<file path="src/rtl/comm_ctrl.sv">
// Byte-command controller for an output mux: reads and writes the per-output
// enable mask and input-selector map over a one-byte-at-a-time rx/tx link.
module comm_ctrl #(
  parameter int          OUTPUT_COUNT   = 16,
  parameter int          INPUT_COUNT    = 4,
  parameter logic [63:0] ENABLE_INIT    = 64'hAA55,
  parameter int          TIMEOUT_CYCLES = 65535,
  localparam int         SEL_W          = $clog2(INPUT_COUNT)
) (
  input  logic                          clk,
  input  logic                          rst_n,
  input  logic                          rx_valid,
  input  logic [7:0]                    rx_data,
  output logic [7:0]                    tx_data,
  output logic                          tx_start,
  input  logic                          tx_busy,
  output logic [OUTPUT_COUNT-1:0]       enable_mask,
  output logic [OUTPUT_COUNT*SEL_W-1:0] pin_map,
  output logic                          err
);
  localparam int MASK_BYTES = OUTPUT_COUNT / 8;
  localparam int MAP_BITS   = OUTPUT_COUNT * SEL_W;
  localparam int MAP_BYTES  = (MAP_BITS + 7) / 8;
  localparam int STAGE_W    = MAP_BYTES * 8;
  localparam int CNT_W      = $clog2(MAP_BYTES + 1);
  localparam int TO_W       = $clog2(TIMEOUT_CYCLES + 1);
  localparam int SEL_N      = 1 << SEL_W;

  // One bit per encodable selector value: set when that value names a real input.
  localparam logic [SEL_N-1:0] SEL_OK = SEL_N'((64'd1 << INPUT_COUNT) - 64'd1);

  localparam logic [7:0] CMD_RD_MASK = 8'h01;
  localparam logic [7:0] CMD_RD_MAP  = 8'h02;
  localparam logic [7:0] CMD_WR_MASK = 8'h03;
  localparam logic [7:0] CMD_WR_MAP  = 8'h04;
  localparam logic [7:0] ACK         = 8'h06;
  localparam logic [7:0] NAK         = 8'h15;

  function automatic logic [MAP_BITS-1:0] map_init();
    logic [MAP_BITS-1:0] v;
    v = '0;
    for (int i = 0; i < OUTPUT_COUNT; i++) v[i*SEL_W +: SEL_W] = SEL_W'(i % INPUT_COUNT);
    return v;
  endfunction

  localparam logic [MAP_BITS-1:0] MAP_INIT = map_init();

  typedef enum logic [2:0] {
    S_IDLE, S_RX_PAYLOAD, S_TX_LOAD, S_TX_GUARD, S_TX_WAIT
  } state_t;

  state_t                  r_state, w_state_next;
  logic [STAGE_W-1:0]      r_stage;
  logic [STAGE_W-1:0]      r_reply;
  logic [CNT_W-1:0]        r_byte_cnt;
  logic [CNT_W-1:0]        r_tx_left;
  logic [TO_W-1:0]         r_timeout;
  logic                    r_is_map;
  logic [7:0]              r_tx_data;
  logic                    r_tx_start;
  logic                    r_err;
  logic [OUTPUT_COUNT-1:0] r_mask;
  logic [MAP_BITS-1:0]     r_map;

  logic [STAGE_W-1:0]      w_stage_full;
  logic [OUTPUT_COUNT-1:0] w_sel_bad;
  logic                    w_pad_bad;
  logic                    w_map_bad;
  logic                    w_cmd_write;
  logic                    w_last;
  logic                    w_timeout;
  logic                    w_tx_fire;
  logic                    w_err_next;
  logic                    w_commit_mask;
  logic                    w_commit_map;
  logic                    w_reply_load;
  logic [STAGE_W-1:0]      w_reply_val;
  logic [CNT_W-1:0]        w_reply_len;

  assign tx_data     = r_tx_data;
  assign tx_start    = r_tx_start;
  assign err         = r_err;
  assign enable_mask = r_mask;
  assign pin_map     = r_map;

  // Staging value including the byte arriving this cycle, so commit needs no extra cycle.
  assign w_stage_full = (r_stage << 8) | STAGE_W'(rx_data);
  assign w_cmd_write  = (rx_data == CMD_WR_MASK) || (rx_data == CMD_WR_MAP);
  assign w_last       = r_byte_cnt == (r_is_map ? CNT_W'(MAP_BYTES - 1) : CNT_W'(MASK_BYTES - 1));
  assign w_timeout    = !rx_valid && (r_timeout == TO_W'(TIMEOUT_CYCLES - 1));

  for (genvar gi = 0; gi < OUTPUT_COUNT; gi++) begin : g_sel_chk
    assign w_sel_bad[gi] = !SEL_OK[w_stage_full[gi*SEL_W +: SEL_W]];
  end

  if (STAGE_W > MAP_BITS) begin : g_pad
    assign w_pad_bad = |w_stage_full[STAGE_W-1:MAP_BITS];
  end else begin : g_no_pad
    assign w_pad_bad = 1'b0;
  end

  assign w_map_bad = w_pad_bad || (|w_sel_bad);

  always_ff @(posedge clk or negedge rst_n) begin
    if (!rst_n) r_state <= S_IDLE;
    else        r_state <= w_state_next;
  end

  always_comb begin
    w_state_next = r_state;
    case (r_state)
      S_IDLE:       if (rx_valid) w_state_next = w_cmd_write ? S_RX_PAYLOAD : S_TX_LOAD;
      S_RX_PAYLOAD: begin
        if (rx_valid && w_last) w_state_next = S_TX_LOAD;
        else if (w_timeout)     w_state_next = S_IDLE;
      end
      S_TX_LOAD:    if (!tx_busy) w_state_next = S_TX_GUARD;
      S_TX_GUARD:   w_state_next = S_TX_WAIT;
      S_TX_WAIT:    if (!tx_busy) w_state_next = (r_tx_left != '0) ? S_TX_LOAD : S_IDLE;
      default:      w_state_next = S_IDLE;
    endcase
  end

  always_comb begin
    w_tx_fire     = 1'b0;
    w_err_next    = 1'b0;
    w_commit_mask = 1'b0;
    w_commit_map  = 1'b0;
    w_reply_load  = 1'b0;
    w_reply_val   = '0;
    w_reply_len   = '0;
    case (r_state)
      S_IDLE: begin
        if (rx_valid && !w_cmd_write) begin
          w_reply_load = 1'b1;
          if (rx_data == CMD_RD_MASK) begin
            w_reply_val = STAGE_W'(r_mask) << (STAGE_W - OUTPUT_COUNT);
            w_reply_len = CNT_W'(MASK_BYTES);
          end else if (rx_data == CMD_RD_MAP) begin
            w_reply_val = STAGE_W'(r_map);
            w_reply_len = CNT_W'(MAP_BYTES);
          end else begin
            w_reply_val = STAGE_W'(NAK) << (STAGE_W - 8);
            w_reply_len = CNT_W'(1);
            w_err_next  = 1'b1;
          end
        end
      end
      S_RX_PAYLOAD: begin
        if (rx_valid && w_last) begin
          w_reply_load = 1'b1;
          w_reply_len  = CNT_W'(1);
          if (r_is_map && w_map_bad) begin
            w_reply_val = STAGE_W'(NAK) << (STAGE_W - 8);
            w_err_next  = 1'b1;
          end else begin
            w_reply_val   = STAGE_W'(ACK) << (STAGE_W - 8);
            w_commit_mask = !r_is_map;
            w_commit_map  = r_is_map;
          end
        end else if (w_timeout) begin
          w_err_next = 1'b1;
        end
      end
      S_TX_LOAD: begin
        w_tx_fire  = !tx_busy;
        w_err_next = rx_valid;
      end
      default: w_err_next = rx_valid;
    endcase
  end

  always_ff @(posedge clk or negedge rst_n) begin
    if (!rst_n) begin
      r_stage    <= '0;
      r_reply    <= '0;
      r_byte_cnt <= '0;
      r_tx_left  <= '0;
      r_timeout  <= '0;
      r_is_map   <= 1'b0;
      r_tx_data  <= 8'h00;
      r_tx_start <= 1'b0;
      r_err      <= 1'b0;
      r_mask     <= ENABLE_INIT[OUTPUT_COUNT-1:0];
      r_map      <= MAP_INIT;
    end else begin
      r_tx_start <= w_tx_fire;
      r_err      <= w_err_next;
      if (w_reply_load) begin
        r_reply   <= w_reply_val;
        r_tx_left <= w_reply_len;
      end else if (w_tx_fire) begin
        r_tx_data <= r_reply[STAGE_W-1 -: 8];
        r_reply   <= r_reply << 8;
        r_tx_left <= r_tx_left - CNT_W'(1);
      end
      if (r_state == S_IDLE && rx_valid && w_cmd_write) begin
        r_stage    <= '0;
        r_byte_cnt <= '0;
        r_timeout  <= '0;
        r_is_map   <= (rx_data == CMD_WR_MAP);
      end else if (r_state == S_RX_PAYLOAD) begin
        if (rx_valid) begin
          r_stage    <= w_last ? '0 : w_stage_full;
          r_byte_cnt <= r_byte_cnt + CNT_W'(1);
          r_timeout  <= '0;
        end else if (w_timeout) begin
          r_stage   <= '0;
          r_timeout <= '0;
        end else begin
          r_timeout <= r_timeout + TO_W'(1);
        end
      end
      if (w_commit_mask) r_mask <= w_stage_full[OUTPUT_COUNT-1:0];
      if (w_commit_map)  r_map  <= w_stage_full[MAP_BITS-1:0];
    end
  end
endmodule

</file>
<file path="config.mk">
export PLATFORM = sky130hd
export DESIGN_NAME = comm_ctrl
export DESIGN_NICKNAME = d
export VERILOG_FILES = /design/src/rtl/comm_ctrl.sv
export SDC_FILE = /design/constraint.sdc
export NUM_CORES = 1
export LEC_CHECK = 0
export ABC_AREA = 1
export CAP_MARGIN = 20
export CORE_AREA = 2 2 122 112
export DETAILED_ROUTE_END_ITERATION = 10
export DIE_AREA = 0 0 124 114
export PLACE_DENSITY = 0.76
export SLEW_MARGIN = 5
export SYNTH_ARGS = -nofsm -noshare
export SYNTH_HDL_FRONTEND = slang
export SYNTH_SLANG_ARGS = --single-unit
</file>
<file path="constraint.sdc">
create_clock -name clk -period 3 [get_ports clk]
set_input_delay 0.45 -clock clk [delete_from_list [all_inputs] [get_ports clk]]
set_output_delay 0.45 -clock clk [all_outputs]
set_load 0.005 [all_outputs]
</file>
# Word level (Yosys, flattened, before mapping)
# Cells that the tools add are included.
classes:
  n_addsub: 3
  order_cmp: 16
  eq_ne: 14
  mux: 85
  bitwise: 2
  n_reduce_logical: 38
ops:
  columns: ["operator", "count"]
  rows:
  - ["$mux W32", 5]
  - ["$mux W24", 5]
  - ["$mux W16", 4]
  - ["$pmux W32 S2", 1]
  - ["$mux W29", 2]
  - ["$lt A2 B3 Y1 const B", 16]
  - ["$mux W3", 13]
  - ["$bmux W1 S2", 16]
  - ["$mux W1", 32]
  - ["$or A32 B8 Y32", 1]
  - ["$logic_not A1 Y1", 20]
  - ["$add A16 B1 Y16 const B", 1]
  - ["$eq A16 B16 Y1 const B", 1]
  - ["$eq A8 B2 Y1 const B", 2]
  - ["$reduce_or A16 Y1", 1]
  - ["$pmux W3 S5", 1]
  - ["$eq A8 B1 Y1 const B", 1]
  - ["$eq A8 B3 Y1 const B", 1]
  - ["$eq A3 B2 Y1 const B", 2]
  - ["$logic_and A1 B1 Y1", 6]
  - ["$mux W2", 3]
  - ["$ne A2 B2 Y1 const B", 3]
  - ["$pmux W3 S2", 1]
  - ["$reduce_and A2 Y1", 3]
  - ["13 further kinds", 17]
word_totals:
  register_bits: 140
  in_bits: 12
  output_inout_bits: 58
  wordCells: 170

# Longest topological paths before layout
logic_depth:
  word_depth: 10
  mapped_depth: 12
  depth_no_buf: 11

# Worst setup path after synthesis
# No wires, ideal clock.
synth_timing:
  path_type: "input-to-reg"
  start: "input port rx_data[5]"
  end: "register r_stage[3]"
  setup_time_ps: 117
  arrival_ps: 1503
  t_required_ps: 2883
  setup_slack_ps: 1380
  cell_stages: 11
  path_buffers: 1
  cell_sequence: "inv_2 nand2_2 nor2_8 nand2_2 nand2_1 nand2_2 nand2_2 nand2_2 buf_2 nand2_1 nand2_1"
synth_via:
  elab_chain_len: 5
  elab_cells_between_ends: 8
  classes_between: "eq/ne (2); mux (1); reduce/logical (5)"
synth_rtl:
  columns: ["element", "line", "text"]
  rows:
  - ["start: declaration", "13", "input logic [7:0] rx_data,"]
  - ["$eq A8 B2 Y1 or $eq A8 B3 Y1 (tied branches)", "88", "assign w_cmd_write = (rx_data == CMD_WR_MASK) || (rx_data == CMD_WR_MAP);"]
  - ["$logic_or A1 B1 Y1 *", "88", null]
  - ["$logic_and A1 B1 Y1 *", "197", "if (r_state == S_IDLE && rx_valid && w_cmd_write) begin"]
  - ["$reduce_bool A3 Y1 (no line) or $reduce_bool A2 Y1 (tied branches)", null, null]
  - ["$reduce_and A2 Y1 (no line)", null, null]
  - ["end signal: assignment", "204", "r_stage <= w_last ? '0 : w_stage_full;"]
  - ["end: declaration", "53", "logic [STAGE_W-1:0] r_stage;"]
# Mark *: on every way between the ends. The rest lies on a longest branch, timed or not.
# A chain may end at the register's enable or synchronous reset.

# Worst setup path after layout
layout_timing:
  start: "input port rx_data[0]"
  end: "register r_stage[22]"
# Same word-level chain as after synthesis.

==> flow_summary.rst <==
.. list-table::
   :header-rows: 1

   * - Metric
     - Value
   * - Sum of negative setup slack
     - 0 ps
   * - Max-slew violations
     - 0
   * - Critical path start-end classification
     - in -> reg
   * - Total leakage power
     - 4.30 nW
   * - Initial Utilization
     - a little over half
   * - Cell at the root of the clock tree
     - clkbuf_16
   * - Area leader, netlist
     - dfrtp_1
   * - All-Layer GR Usage
     - 28.7%
   * - Residual overflow from global routing
     - 0
   * - Count of state elements after synthesis
     - 140
   * - Worst hold slack after final layout
     - -14.2 ps
   * - Number of vias per cell after detailed routing
     - 5.43
   * - Max-Cap Viols
     - 0
   * - CTS H-Tree Depth
     - 4
   * - Maximum fanout along the worst path
     - 28
   * - Routed wire per std cell
     - approximately 16 um
   * - Diode insertion count for antenna repair
     - 0
   * - Remaining number of nets flagged by the antenna check after routing
     - 0
   * - Fmax
     - 0.432 GHz
   * - Clock transition at the register clock pins on the worst setup and hold paths after CTS
     - 60 ps
   * - Skew-Pair Late Insertion Delay
     - 420 ps
   * - Number of warnings reported in the yosys synthesis log
     - 0
   * - Die Span Y
     - 114 um
   * - DPL Wire Length
     - around 12,000 um
   * - Post-Route WL
     - 18,600 um
   * - Top library cells by usage in the layout, fill and taps aside
     - nand2_1 (346), nand3_1 (121), dfrtp_1 (116), clkdlybuf4s50_1 (68), inv_1 (59)
   * - Number of gates resized after cts
     - 0
   * - Number of different library cells in the post-synthesis netlist
     - 33
   * - Clock Skews
     - 5.72 ps
   * - Endpoint type of the worst setup path
     - register
   * - Arrival time of the worst setup path
     - ~2600 ps
   * - Most common cell after layout, fill and taps aside
     - nand2_1
   * - Die Outline Area
     - 0.0141 mm^2
   * - Transition time at the pin with the least slew margin
     - 841 ps
   * - Post-CTS Hold Fix Bufs
     - 0
   * - Core occupancy in the finished layout
     - 65.0%
   * - Power Density
     - roughly 880 mW/mm^2
   * - Rows
     - 40
   * - Share of the clock period used by the worst path after layout
     - 77.1%
   * - Post-CTS Setup Bufs
     - 0
   * - Largest cells by area after synthesis
     - dfrtp_1 (42%), nand2_1 (19%), dfstp_2 (9.1%), nand3_1 (8.7%), o21ai_0 (3.5%)
   * - Detailed Route Iter0 Violations
     - 580
   * - Global-route wire length before repair
     - between 30,000 and 40,000 um
   * - Count of vias placed by the detailed router
     - 6,228
   * - Core box area
     - 0.0130 mm^2
   * - # DRC
     - 0
   * - Required arrival time at the worst endpoint
     - 3290 ps
   * - Violations in the final reports
     - negative hold slack
   * - Setup repair after global routing missed its margin
     - no
   * - CTS buffer count
     - 17
   * - TritonCTS clock tree
     - done
   * - Number of global-route vias before repair
     - 6,032
   * - Sequential element share of the synthesized area
     - 50.9%
   * - Number of search-and-repair iterations in the first detailed-routing pass
     - 5
   * - Die X-Extent
     - 124 um
   * - Status
     - complete, but fails checks
   * - Number of cells produced by synthesis
     - 900
   * - I/O Buffers
     - 69
   * - Synthesized area per cell
     - 7.71 um^2
   * - # setup viols final
     - 0
   * - IR drop worst, VDD
     - roughly 580 uV
   * - Ratio of cells with drive above 1 in the final layout
     - a little over a tenth
   * - Number of nets in the synthesized netlist
     - around 920
   * - Tmin final
     - 2310 ps
   * - Critical Path Source Type
     - input port
   * - Max-slew headroom at the worst pin
     - 43.9%
   * - Share of the synthesized area in the top cell type
     - 41.8%
   * - # IOs
     - 70
   * - Worst Hold Class
     - in -> async
   * - Clock sink count
     - 140
   * - Buffer levels on the longest clock path
     - 2
   * - # nets final
     - 983
   * - Area grow syn2layout
     - 21.9%
   * - Filler cell count in the final layout
     - 1,121
   * - Maximum number of pins on one net before global-route repair
     - 60
   * - Weighted congestion at the end of routability-driven global placement
     - around 0.90
   * - Endpoints failing hold
     - 4
   * - Number of antenna violations at the first check in global routing
     - 0
   * - Power, Total
     - between 7 and 8 mW
   * - Cell area after technology mapping
     - approximately 0.0069 mm^2
==> kinds of logic (layout without fill, tap and decap cells) <==
logic type / after synthesis / in the layout / share of synthesized area, %
buf+inv: 110 / 189 / 6.65
fa+ha+maj: 5 / 5 / 0.901
simple gates: 556 / 556 / 34.5
flops: 140 / 140 / 50.9
compound gates: 84 / 84 / 6.42
xor+xnor: 5 / 5 / 0.631
==> layer usage <==
metal,routed length (um),up-vias,track usage [%]
met5,0,-,0
li1,-,2997,-
met4,650,0,11.4
met3,1270,53,6.50
met1,8340,2897,40.2
met2,8390,281,43.4
==> power by group <==
part / leakage [nW] / switching [mW] / internal [mW] / total (mW)
clock: 0.325 / 0.833 / 1.53 / 2.36
sequential: 1.75 / 0.461 / 2.44 / 2.91
combinational: 2.23 / 1.29 / 0.858 / 2.15
total: 4.30 / 2.59 / 4.83 / 7.42
==> per-stage QoR <==
stage,instances,area (um^2),hold slack (ps),setup WS (ps)
final,1147,8460,-14.2,688
after global routing,1147,8460,31.7,492
after CTS,1147,8460,10.1,739
after detailed placement,1115,7790,457,365
after global placement,1115,7790,454,422
after floorplan,900,6940,154,1380
==> cells in the mapped netlist <==
| library cell | instances |
|---|---|
| nand2_1 | 346 |
| nand3_1 | 121 |
| dfrtp_1 | 116 |
| inv_1 | 59 |
| nor2_1 | 56 |
| o21ai_0 | 49 |
| dfstp_2 | 24 |
| buf_2 | 19 |
| a21oi_1 | 13 |
| o21ai_1 | 13 |
| clkbuf_1 | 12 |
| inv_2 | 10 |
| nand2_2 | 7 |
| ha_1 | 5 |
| nand4_1 | 5 |
| or2_1 | 5 |
| xor2_1 | 5 |
| buf_4 | 4 |
| nor2_2 | 4 |
| nor2_4 | 4 |
| o21bai_1 | 4 |
| buf_1 | 3 |
| o211ai_1 | 3 |
| nand3_4 | 2 |
| nor2_8 | 2 |
| nor3_1 | 2 |
| a21oi_2 | 1 |
| buf_6 | 1 |
| clkinv_1 | 1 |
| inv_4 | 1 |
| nand2_4 | 1 |
| nor3b_1 | 1 |
| o221ai_1 | 1 |
==> worst max-delay path, cell delays in order <==
cell and delay (ps):
clkdlybuf4s50_1 510, inv_1 130, nand2_1 70, nor2_1 220, nand2_2 120, nand2_1 140, nand2_2 70, nand2_2 190
nand2_2 420, nand2_1 170, o21ai_0 90
==> layout make-up <==
cell class	instances	area (um^2)	area share, %
Clock buffer	20	457	5.40
Clock inverter	12	211	2.50
Inverter	71	269	3.18
Multi-Input combinational cell	650	2950	34.8
Sequential cell	140	3530	41.8
Tap cell	168	210	2.48
Timing Repair Buffer	86	832	9.84
==> path summary, 6_finish.rpt <==
| check | startpoint | to | slack, ps | depth (start not counted) |
|---|---|---|---|---|
| worst max register to register | r_state[2] | r_stage[22] | 740 | 8 |
| max in group asynchronous | rst_n | pin_map[14] | 2190 | 2 |
| worst max-delay path | rx_data[0] | r_stage[22] | 690 | 11 |
| worst min register to register | r_stage[23] | r_stage[23] | 480 | 2 |
| worst min-delay path | rst_n | r_timeout[15] | -10 | 1 |
| min in group clk | r_stage[23] | r_stage[23] | 480 | 2 |
==> sequential cells by signal, indices dropped and copies added (netlist names) <==
register     count
pin_map         32
r_reply         32
r_stage         24
enable_mask     16
r_timeout       16
tx_data          8
r_byte_cnt       3
r_state          3
r_tx_left        3
err              1
r_is_map         1
tx_start         1
(Power assumes the default switching activity.)
